--- src/rtl/fdc_wb_cmd_master_if.sv ---
// Wishbone classic bus bundle between fdc_wb_cmd_master (master) and the u765 FDC port (slave).
interface fdc_wb_cmd_master_if;
  logic       wb_cyc_o;
  logic       wb_stb_o;
  logic       wb_we_o;
  logic [2:0] wb_adr_o;
  logic [7:0] wb_dat_o;
  logic [7:0] wb_dat_i;
  logic       wb_ack_i;

  modport master (
    output wb_cyc_o, wb_stb_o, wb_we_o, wb_adr_o, wb_dat_o,
    input  wb_dat_i, wb_ack_i
  );

  modport slave (
    input  wb_cyc_o, wb_stb_o, wb_we_o, wb_adr_o, wb_dat_o,
    output wb_dat_i, wb_ack_i
  );
endinterface

--- src/rtl/fdc_wb_cmd_master.sv ---
// Wishbone initiator running the uPD765 MSR handshake for a command/result byte stream.
// Optional FDC_WB_POLL_GAP_EN: insert POLL_GAP idle cycles after every MSR poll without RQM.
//
// state    | meaning
// S_IDLE   | waiting for the first command byte
// S_POLL   | reading the MSR and dispatching on RQM/DIO/EXM/CB
// S_GAP    | idle spacing between unsuccessful polls (gap build only)
// S_WRITE  | taking one byte from the cmd stream and writing it to the data register
// S_READ   | flushing the hold buffer, then reading one byte from the data register
// S_FINISH | flushing the final byte with res_last, then signalling done
module fdc_wb_cmd_master #(
  parameter logic [2:0]  MSR_ADR      = 3'b000,
  parameter logic [2:0]  DATA_ADR     = 3'b001,
  parameter int unsigned POLL_TIMEOUT = 65535,
  parameter int unsigned POLL_GAP     = 15
) (
  input  logic                        wb_clk_i,
  input  logic                        wb_rst_ni,
  fdc_wb_cmd_master_if.master         wb,
  input  logic [7:0]                  cmd_data,
  input  logic                        cmd_valid,
  input  logic                        cmd_last,
  output logic                        cmd_ready,
  output logic [7:0]                  res_data,
  output logic                        res_exm,
  output logic                        res_last,
  output logic                        res_valid,
  input  logic                        res_ready,
  output logic                        busy,
  output logic                        done,
  output logic                        err
);

  localparam int unsigned PCW = $clog2(POLL_TIMEOUT + 1);
  localparam logic [PCW-1:0] POLL_LAST = PCW'(POLL_TIMEOUT - 1);

  if (POLL_TIMEOUT < 1 || POLL_GAP < 1) begin : g_param_check
    $error("fdc_wb_cmd_master: POLL_TIMEOUT and POLL_GAP must be at least 1");
  end

  typedef enum logic [2:0] {
    S_IDLE,
    S_POLL,
    S_GAP,
    S_WRITE,
    S_READ,
    S_FINISH
  } state_e;

  state_e         state_q, state_d;
  logic           cyc_q, cyc_d;
  logic           we_q, we_d;
  logic [2:0]     adr_q, adr_d;
  logic [7:0]     wdat_q, wdat_d;
  logic           wr_last_q, wr_last_d;
  logic [PCW-1:0] poll_cnt_q, poll_cnt_d;
  logic           res_phase_q, res_phase_d;
  logic           exm_q, exm_d;
  logic           hold_full_q, hold_full_d;
  logic [7:0]     hold_dat_q, hold_dat_d;
  logic           hold_exm_q, hold_exm_d;
  logic           busy_q, busy_d;
  logic           done_q, done_d;
  logic           err_q, err_d;

`ifdef FDC_WB_POLL_GAP_EN
  localparam int unsigned GCW = (POLL_GAP > 1) ? $clog2(POLL_GAP) : 1;
  localparam logic [GCW-1:0] GAP_LOAD = GCW'(POLL_GAP - 1);
  logic [GCW-1:0] gap_cnt_q, gap_cnt_d;
`endif

  logic ack;
  logic msr_rqm, msr_dio, msr_exm, msr_cb;

  assign ack     = cyc_q & wb.wb_ack_i;
  assign msr_rqm = wb.wb_dat_i[7];
  assign msr_dio = wb.wb_dat_i[6];
  assign msr_exm = wb.wb_dat_i[5];
  assign msr_cb  = wb.wb_dat_i[4];

  always_comb begin
    state_d     = state_q;
    cyc_d       = cyc_q;
    we_d        = we_q;
    adr_d       = adr_q;
    wdat_d      = wdat_q;
    wr_last_d   = wr_last_q;
    poll_cnt_d  = poll_cnt_q;
    res_phase_d = res_phase_q;
    exm_d       = exm_q;
    hold_full_d = hold_full_q;
    hold_dat_d  = hold_dat_q;
    hold_exm_d  = hold_exm_q;
    busy_d      = busy_q;
    done_d      = 1'b0;
    err_d       = err_q;
    cmd_ready   = 1'b0;
    res_valid   = 1'b0;
    res_last    = 1'b0;
`ifdef FDC_WB_POLL_GAP_EN
    gap_cnt_d   = gap_cnt_q;
`endif

    case (state_q)
      S_IDLE: begin
        if (cmd_valid) begin
          state_d     = S_POLL;
          busy_d      = 1'b1;
          err_d       = 1'b0;
          res_phase_d = 1'b0;
          poll_cnt_d  = '0;
          hold_full_d = 1'b0;
        end
      end

      S_POLL: begin
        if (!cyc_q) begin
          cyc_d = 1'b1;
          we_d  = 1'b0;
          adr_d = MSR_ADR;
        end else if (ack) begin
          cyc_d = 1'b0;
          if (!msr_rqm) begin
            if (poll_cnt_q == POLL_LAST) begin
              // Controller never became ready: drop any pending result byte.
              err_d       = 1'b1;
              hold_full_d = 1'b0;
              busy_d      = 1'b0;
              done_d      = 1'b1;
              state_d     = S_IDLE;
            end else begin
              poll_cnt_d = poll_cnt_q + PCW'(1);
`ifdef FDC_WB_POLL_GAP_EN
              gap_cnt_d  = GAP_LOAD;
              state_d    = S_GAP;
`endif
            end
          end else begin
            poll_cnt_d = '0;
            exm_d      = msr_exm;
            if (msr_dio) begin
              state_d = S_READ;
            end else if (!res_phase_q || msr_exm) begin
              state_d = S_WRITE;
            end else if (!msr_cb) begin
              state_d = S_FINISH;
            end
            // RQM with CB still set and nothing to transfer: simply poll again.
          end
        end
      end

      S_GAP: begin
`ifdef FDC_WB_POLL_GAP_EN
        if (gap_cnt_q == '0) begin
          state_d = S_POLL;
        end else begin
          gap_cnt_d = gap_cnt_q - GCW'(1);
        end
`else
        state_d = S_POLL;
`endif
      end

      S_WRITE: begin
        if (!cyc_q) begin
          cmd_ready = 1'b1;
          if (cmd_valid) begin
            cyc_d     = 1'b1;
            we_d      = 1'b1;
            adr_d     = DATA_ADR;
            wdat_d    = cmd_data;
            wr_last_d = cmd_last;
          end
        end else if (ack) begin
          cyc_d   = 1'b0;
          we_d    = 1'b0;
          state_d = S_POLL;
          if (wr_last_q) begin
            res_phase_d = 1'b1;
          end
        end
      end

      S_READ: begin
        if (!cyc_q) begin
          if (hold_full_q) begin
            res_valid = 1'b1;
            if (res_ready) begin
              hold_full_d = 1'b0;
            end
          end else begin
            cyc_d = 1'b1;
            we_d  = 1'b0;
            adr_d = DATA_ADR;
          end
        end else if (ack) begin
          cyc_d       = 1'b0;
          hold_full_d = 1'b1;
          hold_dat_d  = wb.wb_dat_i;
          hold_exm_d  = exm_q;
          state_d     = S_POLL;
        end
      end

      S_FINISH: begin
        // The held byte is only known to be the last one once the MSR says so.
        if (hold_full_q) begin
          res_valid = 1'b1;
          res_last  = 1'b1;
          if (res_ready) begin
            hold_full_d = 1'b0;
            busy_d      = 1'b0;
            done_d      = 1'b1;
            state_d     = S_IDLE;
          end
        end else begin
          busy_d  = 1'b0;
          done_d  = 1'b1;
          state_d = S_IDLE;
        end
      end

      default: begin
        state_d = S_IDLE;
        cyc_d   = 1'b0;
        busy_d  = 1'b0;
      end
    endcase
  end

  always_ff @(posedge wb_clk_i or negedge wb_rst_ni) begin
    if (!wb_rst_ni) begin
      state_q     <= S_IDLE;
      cyc_q       <= 1'b0;
      we_q        <= 1'b0;
      adr_q       <= '0;
      wdat_q      <= '0;
      wr_last_q   <= 1'b0;
      poll_cnt_q  <= '0;
      res_phase_q <= 1'b0;
      exm_q       <= 1'b0;
      hold_full_q <= 1'b0;
      hold_dat_q  <= '0;
      hold_exm_q  <= 1'b0;
      busy_q      <= 1'b0;
      done_q      <= 1'b0;
      err_q       <= 1'b0;
    end else begin
      state_q     <= state_d;
      cyc_q       <= cyc_d;
      we_q        <= we_d;
      adr_q       <= adr_d;
      wdat_q      <= wdat_d;
      wr_last_q   <= wr_last_d;
      poll_cnt_q  <= poll_cnt_d;
      res_phase_q <= res_phase_d;
      exm_q       <= exm_d;
      hold_full_q <= hold_full_d;
      hold_dat_q  <= hold_dat_d;
      hold_exm_q  <= hold_exm_d;
      busy_q      <= busy_d;
      done_q      <= done_d;
      err_q       <= err_d;
    end
  end

`ifdef FDC_WB_POLL_GAP_EN
  always_ff @(posedge wb_clk_i or negedge wb_rst_ni) begin
    if (!wb_rst_ni) begin
      gap_cnt_q <= '0;
    end else begin
      gap_cnt_q <= gap_cnt_d;
    end
  end
`endif

  assign wb.wb_cyc_o = cyc_q;
  assign wb.wb_stb_o = cyc_q;
  assign wb.wb_we_o  = we_q;
  assign wb.wb_adr_o = adr_q;
  assign wb.wb_dat_o = wdat_q;

  assign res_data = hold_dat_q;
  assign res_exm  = hold_exm_q;
  assign busy     = busy_q;
  assign done     = done_q;
  assign err      = err_q;

endmodule

--- src/flat_wrapper.sv ---
// flat-port wrapper written by rule: the top's interface ports become plain ports
module fdc_wb_cmd_master_flat 
#(
  parameter logic [2:0]  MSR_ADR      = 3'b000,
  parameter logic [2:0]  DATA_ADR     = 3'b001,
  parameter int unsigned POLL_TIMEOUT = 65535,
  parameter int unsigned POLL_GAP     = 15
)
  (wb_clk_i, wb_rst_ni, cmd_data, cmd_valid, cmd_last, cmd_ready, res_data, res_exm, res_last, res_valid, res_ready, busy, done, err, wb_wb_cyc_o, wb_wb_stb_o, wb_wb_we_o, wb_wb_adr_o, wb_wb_dat_o, wb_wb_dat_i, wb_wb_ack_i);
  fdc_wb_cmd_master_if wb_i ();
  input  logic wb_clk_i;
  input  logic wb_rst_ni;
  input  logic [7:0] cmd_data;
  input  logic cmd_valid;
  input  logic cmd_last;
  output logic cmd_ready;
  output logic [7:0] res_data;
  output logic res_exm;
  output logic res_last;
  output logic res_valid;
  input  logic res_ready;
  output logic busy;
  output logic done;
  output logic err;
  output wire logic [$bits(wb_i.wb_cyc_o)-1:0] wb_wb_cyc_o;
  output wire logic [$bits(wb_i.wb_stb_o)-1:0] wb_wb_stb_o;
  output wire logic [$bits(wb_i.wb_we_o)-1:0] wb_wb_we_o;
  output wire logic [$bits(wb_i.wb_adr_o)-1:0] wb_wb_adr_o;
  output wire logic [$bits(wb_i.wb_dat_o)-1:0] wb_wb_dat_o;
  input wire logic [$bits(wb_i.wb_dat_i)-1:0] wb_wb_dat_i;
  input wire logic [$bits(wb_i.wb_ack_i)-1:0] wb_wb_ack_i;
  assign wb_wb_cyc_o = wb_i.wb_cyc_o;
  assign wb_wb_stb_o = wb_i.wb_stb_o;
  assign wb_wb_we_o = wb_i.wb_we_o;
  assign wb_wb_adr_o = wb_i.wb_adr_o;
  assign wb_wb_dat_o = wb_i.wb_dat_o;
  assign wb_i.wb_dat_i = wb_wb_dat_i;
  assign wb_i.wb_ack_i = wb_wb_ack_i;
  fdc_wb_cmd_master #(.MSR_ADR(MSR_ADR), .DATA_ADR(DATA_ADR), .POLL_TIMEOUT(POLL_TIMEOUT), .POLL_GAP(POLL_GAP)) u_core (.wb_clk_i(wb_clk_i), .wb_rst_ni(wb_rst_ni), .wb(wb_i), .cmd_data(cmd_data), .cmd_valid(cmd_valid), .cmd_last(cmd_last), .cmd_ready(cmd_ready), .res_data(res_data), .res_exm(res_exm), .res_last(res_last), .res_valid(res_valid), .res_ready(res_ready), .busy(busy), .done(done), .err(err));
endmodule
--- config.mk ---
export PLATFORM = sky130hd
export DESIGN_NAME = fdc_wb_cmd_master_flat
export DESIGN_NICKNAME = d
export VERILOG_FILES = /design/src/rtl/fdc_wb_cmd_master_if.sv /design/src/rtl/fdc_wb_cmd_master.sv /design/src/flat_wrapper.sv
export SDC_FILE = /design/constraint.sdc
export NUM_CORES = 1
export LEC_CHECK = 0
export ABC_CLOCK_PERIOD_IN_PS = 2110
export CAP_MARGIN = 20
export CORE_MARGIN = 2
export CORE_UTILIZATION = 51
export CTS_CLUSTER_SIZE = 8
export DETAILED_ROUTE_END_ITERATION = 10
export PLACE_DENSITY = 0.8
export SYNTH_ARGS = -nofsm -noshare
export SYNTH_HDL_FRONTEND = slang
export SYNTH_SLANG_ARGS = --single-unit
--- constraint.sdc ---
create_clock -name wb_clk_i -period 2.11 [get_ports wb_clk_i]
set_input_delay 0.422 -clock wb_clk_i [delete_from_list [all_inputs] [get_ports wb_clk_i]]
set_output_delay 0.422 -clock wb_clk_i [all_outputs]
set_load 0.01 [all_outputs]
**Yosys cells after proc, flatten, opt, wreduce, memory -nomap -nowiden**

Cells that the tools add are included.

- $add $sub $neg: 1
- Equal/unequal tests: 28
- Multiplexer cells: 73
- Bitwise gates (word level): 3
- Reduce and logical (&&, ||, !) cells: 21

Operators by type and width:

| operator | number |
|---|---|
| $mux W16 | 5 |
| $mux W3 | 16 |
| $mux W1 | 41 |
| $pmux W16 S2 | 1 |
| $reduce_and A6 Y1 | 3 |
| $add A16 B1 Y16 const B | 1 |
| $eq A16 B16 Y1 const B | 1 |
| $ne A2 B1 Y1 const B | 8 |
| $pmux W3 S5 | 1 |
| $ne A2 B2 Y1 const B | 7 |
| $reduce_and A7 Y1 | 2 |
| $ne A3 B3 Y1 const B | 4 |
| $pmux W1 S4 | 3 |
| $reduce_and A5 Y1 | 2 |
| $pmux W3 S3 | 1 |
| $pmux W1 S2 | 4 |
| $reduce_and A8 Y1 | 1 |
| $eq A3 B2 Y1 const B | 2 |
| $eq A3 B3 Y1 const B | 2 |
| $ne A3 B2 Y1 const B | 2 |
| $reduce_and A3 Y1 | 2 |
| $reduce_or A3 Y1 | 2 |
| $ne A5 B4 Y1 const B | 1 |
| $reduce_and A4 Y1 | 1 |
| other kinds (11) | 13 |

- Register bits: 48
- Input port bits: 22
- Word-level logic and storage cells: 141

**Longest topological paths before layout**

Gate-level depths: netlist (run 1).

- Depth after elaboration: 8
- Depth in mapped cells: 8
- Mapped depth without buffers: 7

**Least setup slack after synthesis (run 1)**

OpenSTA, ideal clock, no wires.

- Path type: flip-flop to flip-flop
- Start point: register u_core.state_q[1]
- End point: register u_core.state_q[0]
- Setup time: 126 ps
- Arrival: 1593 ps
- Slack: 391 ps
- Stages on the path, launching flop included: 7
- Clock period less this slack: 1719 ps
- Cell sequence: dfrtp_1 buf_2 or3b_1 nor3_2 a311oi_2 a21boi_0 o32a_1

- Cells in the longest elaborated chain, start to end: 4
- Elaborated cells between the ends (all ways): 17

Ends and longest elaborated chain:

| what | RTL line | text |
|---|---|---|
| from (decl) | fdc_wb_cmd_master.sv:50 | `state_e state_q, state_d;` |
| from (signal assigned) | fdc_wb_cmd_master.sv:250 | `state_q <= state_d;` |
| $eq A3 B2 Y1 / $eq A3 B3 Y1 (equally long branches) | fdc_wb_cmd_master.sv:104 | `case (state_q)` |
| $reduce_or A2 Y1 (no source line) | - |  |
| $ne A2 B1 Y1 (no source line) | - |  |
| $reduce_and A8 Y1 (no source line) | - |  |

Several ways; a longest one is shown, not always the timed one.
A chain may end at the register's enable or synchronous reset.

**Worst setup path in the final report (run 1)**

- Start point: register u_core.state_q[2]
- End point: output res_last

- Cells in the longest elaborated chain, start to end: 2

Ends and longest elaborated chain:

| what | RTL line | text |
|---|---|---|
| $eq A3 B3 Y1 | fdc_wb_cmd_master.sv:104 |  |
| $mux W1 | fdc_wb_cmd_master.sv:104 |  |
| to (decl) | flat_wrapper.sv:19 | `output logic res_last;` |

No other way between the ends.

==> run_results.csv, run 1 <==
group,metric,value,unit
global_route,first_global_vias,2172,
synth,synth_compound_area_share,16.2,%
run_status,outcome,"finished clean",
min_path,hp-class,"input pin to asynchronous set/reset pin",
sta,setup_tns,0,ns
sta,relSlewSlack,61.3,%
global_route,antenna_found_initial,0,
synth,synth-seq-cells,46,
drt,drt_iter0_markers,192,
synth,synth_top_family_by_area,"simple AND/OR/NAND/NOR gates",
synth,ys_types,53,
layout,fin_util,69.6,%
sta,finalHoldViolCount,0,
sta,finalMaxSlewViolations,0,
placement,hpwlAfterDp,4010,microns
power_and_ir_drop,power.density,1150,mW/mm^2
global_route,grt_usage,24.1,%
clock_network,htreeDepth,2,
drt,vias_per_cell,5.80,
synth,synth_edf_count,0,
flow_run,max_cap_viol_count,0,
power_and_ir_drop,power_leakage,1.43,nW
drt,vias,2130,
floorplan,die_h,72.9,microns
critical_path,critPathArrivalTime,1.62,ns
synth,synth.avg_cell_area,9.97,sq um
synth,yosys_warnings,0,
drt,routedWlPerCell,16.0,microns
layout,diodes,0,
floorplan,die_w,72.9,microns
drt,finalWirelength,5850,microns
floorplan,initial_core_util,52.0,%
clock_network,clock-sinks,46,
layout,fillCellCount,339,
drt,dr.pass1.iters,4,
clock_network,cts_made_buffers,5,
layout,area_growth_syn_to_layout,33.9,%
placement,post-place-cells,354,
global_route,grt_pass1_wl,9960,microns
synth,ys.flop_type,"dfrtp_1",
sta,max_freq,0.490,GHz
layout,drive_gt1_share,21.7,%
synth,mappedNetlistArea,0.00242,sq mm
critical_path,worst-r2r-setup-slack,0.10,ns
placement,gp_congestion,0.915,
synth,ys_async_sr_fraction,100,%
sta,rsz0062_at_grt,"no",
layout,multiInputGateArea,0.00115,sq mm
sta,clock-skew-final,0.0154,ns
synth,synth_adder_area_share,1.03,%
synth,seq_area_frac_synth,47.5,%
clock_network,cts_tree,"done",
floorplan,rows,25,
drt,antenna_left,0,
drt,drc,0,
synth,synth_cells,243,
floorplan,die_area,0.00532,sq mm
layout,seqCellArea,0.00116,sq mm
placement,portBuffers,48,
layout,nNetsFinal,336,
synth,synth-simple-area-share,19.7,%
critical_path,cp_max_fo,6,
sta,period_share,96.8,%
layout,stdcell_count,367,
synth,muxShareOfSynthArea,9.19,%
critical_path,end_kind,"primary output",
clock_network,root_buffer,"clkbuf_8",
sta,period_needed,2.04,ns
synth,synthXorXnorAreaFrac,0.723,%
critical_path,crit_type,"flip-flop to primary output",
power_and_ir_drop,ir_worst_vdd,0.669,mV
global_route,grt_overflow,0,
critical_path,worstPathRequired,1.69,ns
clock_network,clk_pin_slew_worst_paths,0.10,ns
sta,setup_viol,0,
floorplan,boundaryPins,51,
clock_network,cts_buffer_depth,2,
sta,worst_pin_slew,0.580,ns
critical_path,worst_setup_path_start_kind,"flip-flop",
clock_network,clock_latency,0.30,ns
global_route,grt_start_max_net_pins,47,
floorplan,core,0.00466,sq mm
-- metrics by stage --
step,area [sq um],hold slack [ns],setup WS [ns],total power [mW]
after floorplan,2430,0.126,0.391,2.17
after global placement,3060,0.471,0.0184,2.85
after detailed placement,3060,0.477,-0.00362,2.89
after CTS,3240,0.208,0.0766,3.75
after global routing,3240,0.254,0.0331,3.96
final,3240,0.199,0.0686,3.74
-- kinds of logic (layout without fill, tap and decap cells) --
kind of cell,count (synthesis),in the layout
buffers and inverters,23,92
adder cells (fa/ha/maj),2,2
multiplexers,20,20
flip-flops,46,46
other,1,2
XOR/XNOR,2,2
AND/OR/NAND/NOR,88,88
AO/OA/AOI/OAI,61,61
-- area by class of cell --
| type | count | area share (%) |
|---|---|---|
| timing repair buffer | 75 | 21.6 |
| inverter | 9 | 1.04 |
| clock buffer | 5 | 2.12 |
| multi-input combinational | 175 | 35.4 |
| clock inverter | 3 | 2.12 |
| tap | 54 | 2.08 |
| sequential | 46 | 35.6 |
-- cell usage after synthesis, drive strengths merged, types with 2 or more instances --
| master | count | area share (%) |
|---|---|---|
| inv | 9 | 1.4 |
| ha | 2 | 1.0 |
| dfrtp | 46 | 48 |
| mux2 | 18 | 8.4 |
| and2 | 3 | 0.77 |
| a31oi | 3 | 0.77 |
| buf | 14 | 4.0 |
| nand4 | 6 | 1.5 |
| nand2 | 21 | 3.3 |
| or2 | 2 | 0.52 |
| o21ai | 25 | 5.3 |
| a211oi | 5 | 1.5 |
| mux2i | 2 | 0.83 |
| nor3 | 7 | 2.1 |
| nand3 | 12 | 3.0 |
| nor2 | 20 | 3.1 |
| and3 | 3 | 0.77 |
| a311oi | 3 | 1.3 |
| o32ai | 2 | 0.72 |
| nand2b | 2 | 0.52 |
| a211o | 2 | 0.77 |
| nor2b | 4 | 1.0 |
| a21oi | 11 | 2.3 |
-- sequential cells by signal, indices dropped and copies added, names as in the netlist --
name	flops
u_core.res_phase_q	1
u_core.res_exm	1
u_core.hold_full_q	1
u_core.exm_q	1
u_core.res_data	8
u_core.wb.wb_we_o	1
u_core.wb.wb_cyc_o	1
u_core.err	1
u_core.wb.wb_dat_o	8
u_core.done	1
u_core.busy	1
u_core.state_q	3
u_core.wb.wb_adr_o	1
u_core.wr_last_q	1
u_core.poll_cnt_q	16
-- timing repair --
action / 4_1_cts / 5_1_grt
gates resized for setup: 8 / 0
hold buffers: 0 / 0
setup buffers: 5 / 0
setup endpoints to repair: 2 / 0
-- where the power goes --
group	total, mW	switching [mW]	leakage (nW)	internal [mW]
logic	1.64	0.763	0.754	0.880
registers	1.30	0.175	0.608	1.13
clock network	0.795	0.320	0.0683	0.475
-- worst paths after layout --
kind,start,end,cells past startpoint
max,u_core.state_q[2],res_last,4
min,wb_rst_ni,u_core.res_data[7],2
max reg2reg,u_core.state_q[1],u_core.state_q[0],6
min reg2reg,u_core.poll_cnt_q[15],u_core.poll_cnt_q[15],1
max in group asynchronous,wb_rst_ni,u_core.wb.wb_cyc_o,2
min in group wb_clk_i,u_core.poll_cnt_q[15],u_core.poll_cnt_q[15],1
-- critical path: stages (launching register included) --
cell,delay (ns)
dfrtp_2,0.44
buf_4,0.15
nand4b_1,0.13
inv_1,0.08
clkdlybuf4s50_1,0.53
-- placed cells by master (no fill, tap or decap), types with 2 or more instances in the layout --
master | synthesis | final
conb_1 | 1 | 2
a211oi_1 | 5 | 5
nand3_1 | 11 | 11
dfrtp_2 | 0 | 4
nor2b_1 | 4 | 4
o21ai_0 | 24 | 24
buf_4 | 6 | 25
clkbuf_8 | 0 | 5
ha_1 | 2 | 2
a31oi_1 | 3 | 3
and2_1 | 3 | 3
clkdlybuf4s50_1 | 0 | 45
bufinv_16 | 0 | 2
nand4_1 | 6 | 6
dlygate4sd2_1 | 0 | 2
o32ai_1 | 2 | 2
inv_1 | 9 | 9
a21oi_1 | 11 | 11
dfrtp_1 | 46 | 42
mux2_2 | 18 | 18
nand2_1 | 21 | 21
nor2_1 | 20 | 19
and3_1 | 3 | 3
mux2i_1 | 2 | 2
nor3_1 | 5 | 5
nand2b_1 | 2 | 2
a311oi_1 | 2 | 2
buf_12 | 0 | 2
-- metal layers --
metal  global-route usage, %  up-vias  routed length [microns]  share of wire [%]
met5                       0        -                        0                  0
met4                    8.23        0                       87                1.5
met1                    32.2     1032                     2550                 44
met2                    38.8       78                     2870                 49
met3                    5.39        9                      347                5.9
li1                        -     1011                        -                  -
No activity file was read; power rests on OpenSTA's default activity.
==> run 2, diff against run 1 <==
--- a/config.mk
+++ b/config.mk
@@ -12,6 +12,7 @@
 export CTS_CLUSTER_SIZE = 8
 export DETAILED_ROUTE_END_ITERATION = 10
 export PLACE_DENSITY = 0.8
+export SETUP_SLACK_MARGIN = 0.4
 export SYNTH_ARGS = -nofsm -noshare
 export SYNTH_HDL_FRONTEND = slang
 export SYNTH_SLANG_ARGS = --single-unit
==> run_results.csv, run 2 (synthesized netlist as in run 1, its figures left out) <==
group,metric,value,unit
run_status,outcome,"finished clean",
layout,nNetsFinal,367,
global_route,antenna_found_initial,0,
layout,largest_register_ffs,16,
critical_path,path_cells,"buf_6, buf_6, nor2_1, nand2_2, a21oi_2, and2_4, buf_12, mux2_2",
critical_path,cp_top_family,"simple AND/OR/NAND/NOR gates",
critical_path,crit_top_cell,"buf_6",
clock_network,clock-sinks,46,
critical_path,crit_type,"flip-flop to flip-flop",
sta,hold_ws,0.0835,ns
drt,drt_iter0_markers,222,
placement,pre_cts_slack,-0.0244,ns
drt,routedWlPerCell,19.7,microns
power_and_ir_drop,power_leakage,1.64,nW
floorplan,die_area,0.00532,sq mm
clock_network,cts_tree,"done",
floorplan,rows,25,
drt,vias,2496,
layout,regMostFlops,"u_core.poll_cnt_q",
power_and_ir_drop,power.density,1110,mW/mm^2
floorplan,boundaryPins,51,
sta,relSlewSlack,64.1,%
drt,dr.pass1.iters,6,
layout,area_growth_syn_to_layout,53.9,%
flow_run,max_cap_viol_count,0,
global_route,grt_usage,27.6,%
clock_network,root_buffer,"clkbuf_8",
drt,vias_per_cell,6.27,
floorplan,core,0.00466,sq mm
floorplan,initial_core_util,52.0,%
drt,antenna_left,0,
sta,finalMaxSlewViolations,0,
clock_network,ctsHoldBuffers,0,
global_route,grt_pass1_wl,11200,microns
sta,rsz0062_at_grt,"yes",
drt,finalWirelength,7840,microns
placement,portBuffers,48,
drt,drc,0,
layout,fillCellCount,254,
placement,post-place-cells,352,
sta,max_freq,0.503,GHz
global_route,grt_overflow,0,
clock_network,clk_pin_slew_worst_paths,0.10,ns
sta,fin_ws,0.121,ns
layout,stdcell_count,398,
power_and_ir_drop,ir_worst_vdd,0.934,mV
sta,setup_tns,0,ns
clock_network,clock_latency,0.31,ns
min_path,hp-class,"input pin to asynchronous set/reset pin",
sta,finalHoldViolCount,0,
global_route,first_global_vias,2348,
power_and_ir_drop,total_power,4.16,mW
floorplan,die_w,72.9,microns
sta,period_share,94.3,%
sta,clock-skew-final,0.0114,ns
floorplan,die_h,72.9,microns
sta,setup_viol,0,
placement,gp_congestion,0.903,
critical_path,cpMaxStageDelayCell,"dfrtp_2",
critical_path,cp.buffers_inverters,3,
sta,worst_pin_slew,0.539,ns
critical_path,worstPathRequired,2.30,ns
layout,drive_gt1_share,39.0,%
critical_path,cp_max_fo,5,
sta,period_needed,1.99,ns
clock_network,htreeDepth,2,
critical_path,end_kind,"flip-flop",
clock_network,cts_made_buffers,5,
clock_network,cts_buffer_depth,2,
placement,hpwlAfterDp,4010,microns
critical_path,worst_setup_path_start_kind,"flip-flop",
layout,diodes,0,
critical_path,critPathMaxStageDelay,0.46,ns
layout,final_cell_mix,"39 x clkdlybuf4s50_1, 39 x dfrtp_1, 34 x buf_4",
global_route,grt_start_max_net_pins,25,
critical_path,critPathArrivalTime,2.18,ns
[run 2: final timing paths]
kind	startpoint	end	slack [ns]	cells after the start
setup / recovery	u_core.state_q[0]	u_core.wr_last_q	0.12	8
hold / removal	wb_rst_ni	u_core.wb.wb_we_o	0.08	1
setup reg to reg	u_core.state_q[0]	u_core.wr_last_q	0.12	8
hold reg to reg	u_core.poll_cnt_q[15]	u_core.poll_cnt_q[15]	0.49	1
max in group asynchronous	wb_rst_ni	u_core.poll_cnt_q[7]	1.49	2
min in group wb_clk_i	u_core.poll_cnt_q[15]	u_core.poll_cnt_q[15]	0.49	1
[run 2: layer usage]
layer	GRT usage, %	up-vias	wire length [microns]
met5	0	-	0
met4	13.8	0	310
met2	46.1	163	3880
met1	33.9	1215	3060
met3	5.80	39	582
li1	-	1079	-
[run 2: metrics by stage]
stage	utilization [%]	area, sq um
finish	80.0	3730
CTS	74.9	3490
global route	80.0	3730
detailed placement	65.6	3060
global placement	65.6	3060
floorplan	-	2440
[run 2: power breakdown]
group          internal, mW  total (mW)  switching, mW  leakage, nW
combinational          1.21        2.26           1.06        0.994
clock                 0.270       0.589          0.319       0.0478
sequential             1.13        1.31          0.177        0.603
total                  2.61        4.16           1.55         1.64
[run 2: area by class of cell]
class                      instances  area (sq um)  share of cell area, %
sequential                        46          1160                   31.1
multi-input combinational        176          1340                   36.0
tap                               54          67.6                   1.81
timing repair buffer             105          1020                   27.4
clock buffer                       6          82.6                   2.21
clock inverter                     2          16.3                  0.436
inverter                           9          38.8                   1.04
[run 2: what timing repair did]
item,in CTS,in global routing
cloned,3,1
gates resized for setup,46,53
setup buffers,27,7
pin swaps,16,20
endpoints found under the setup margin,35,46
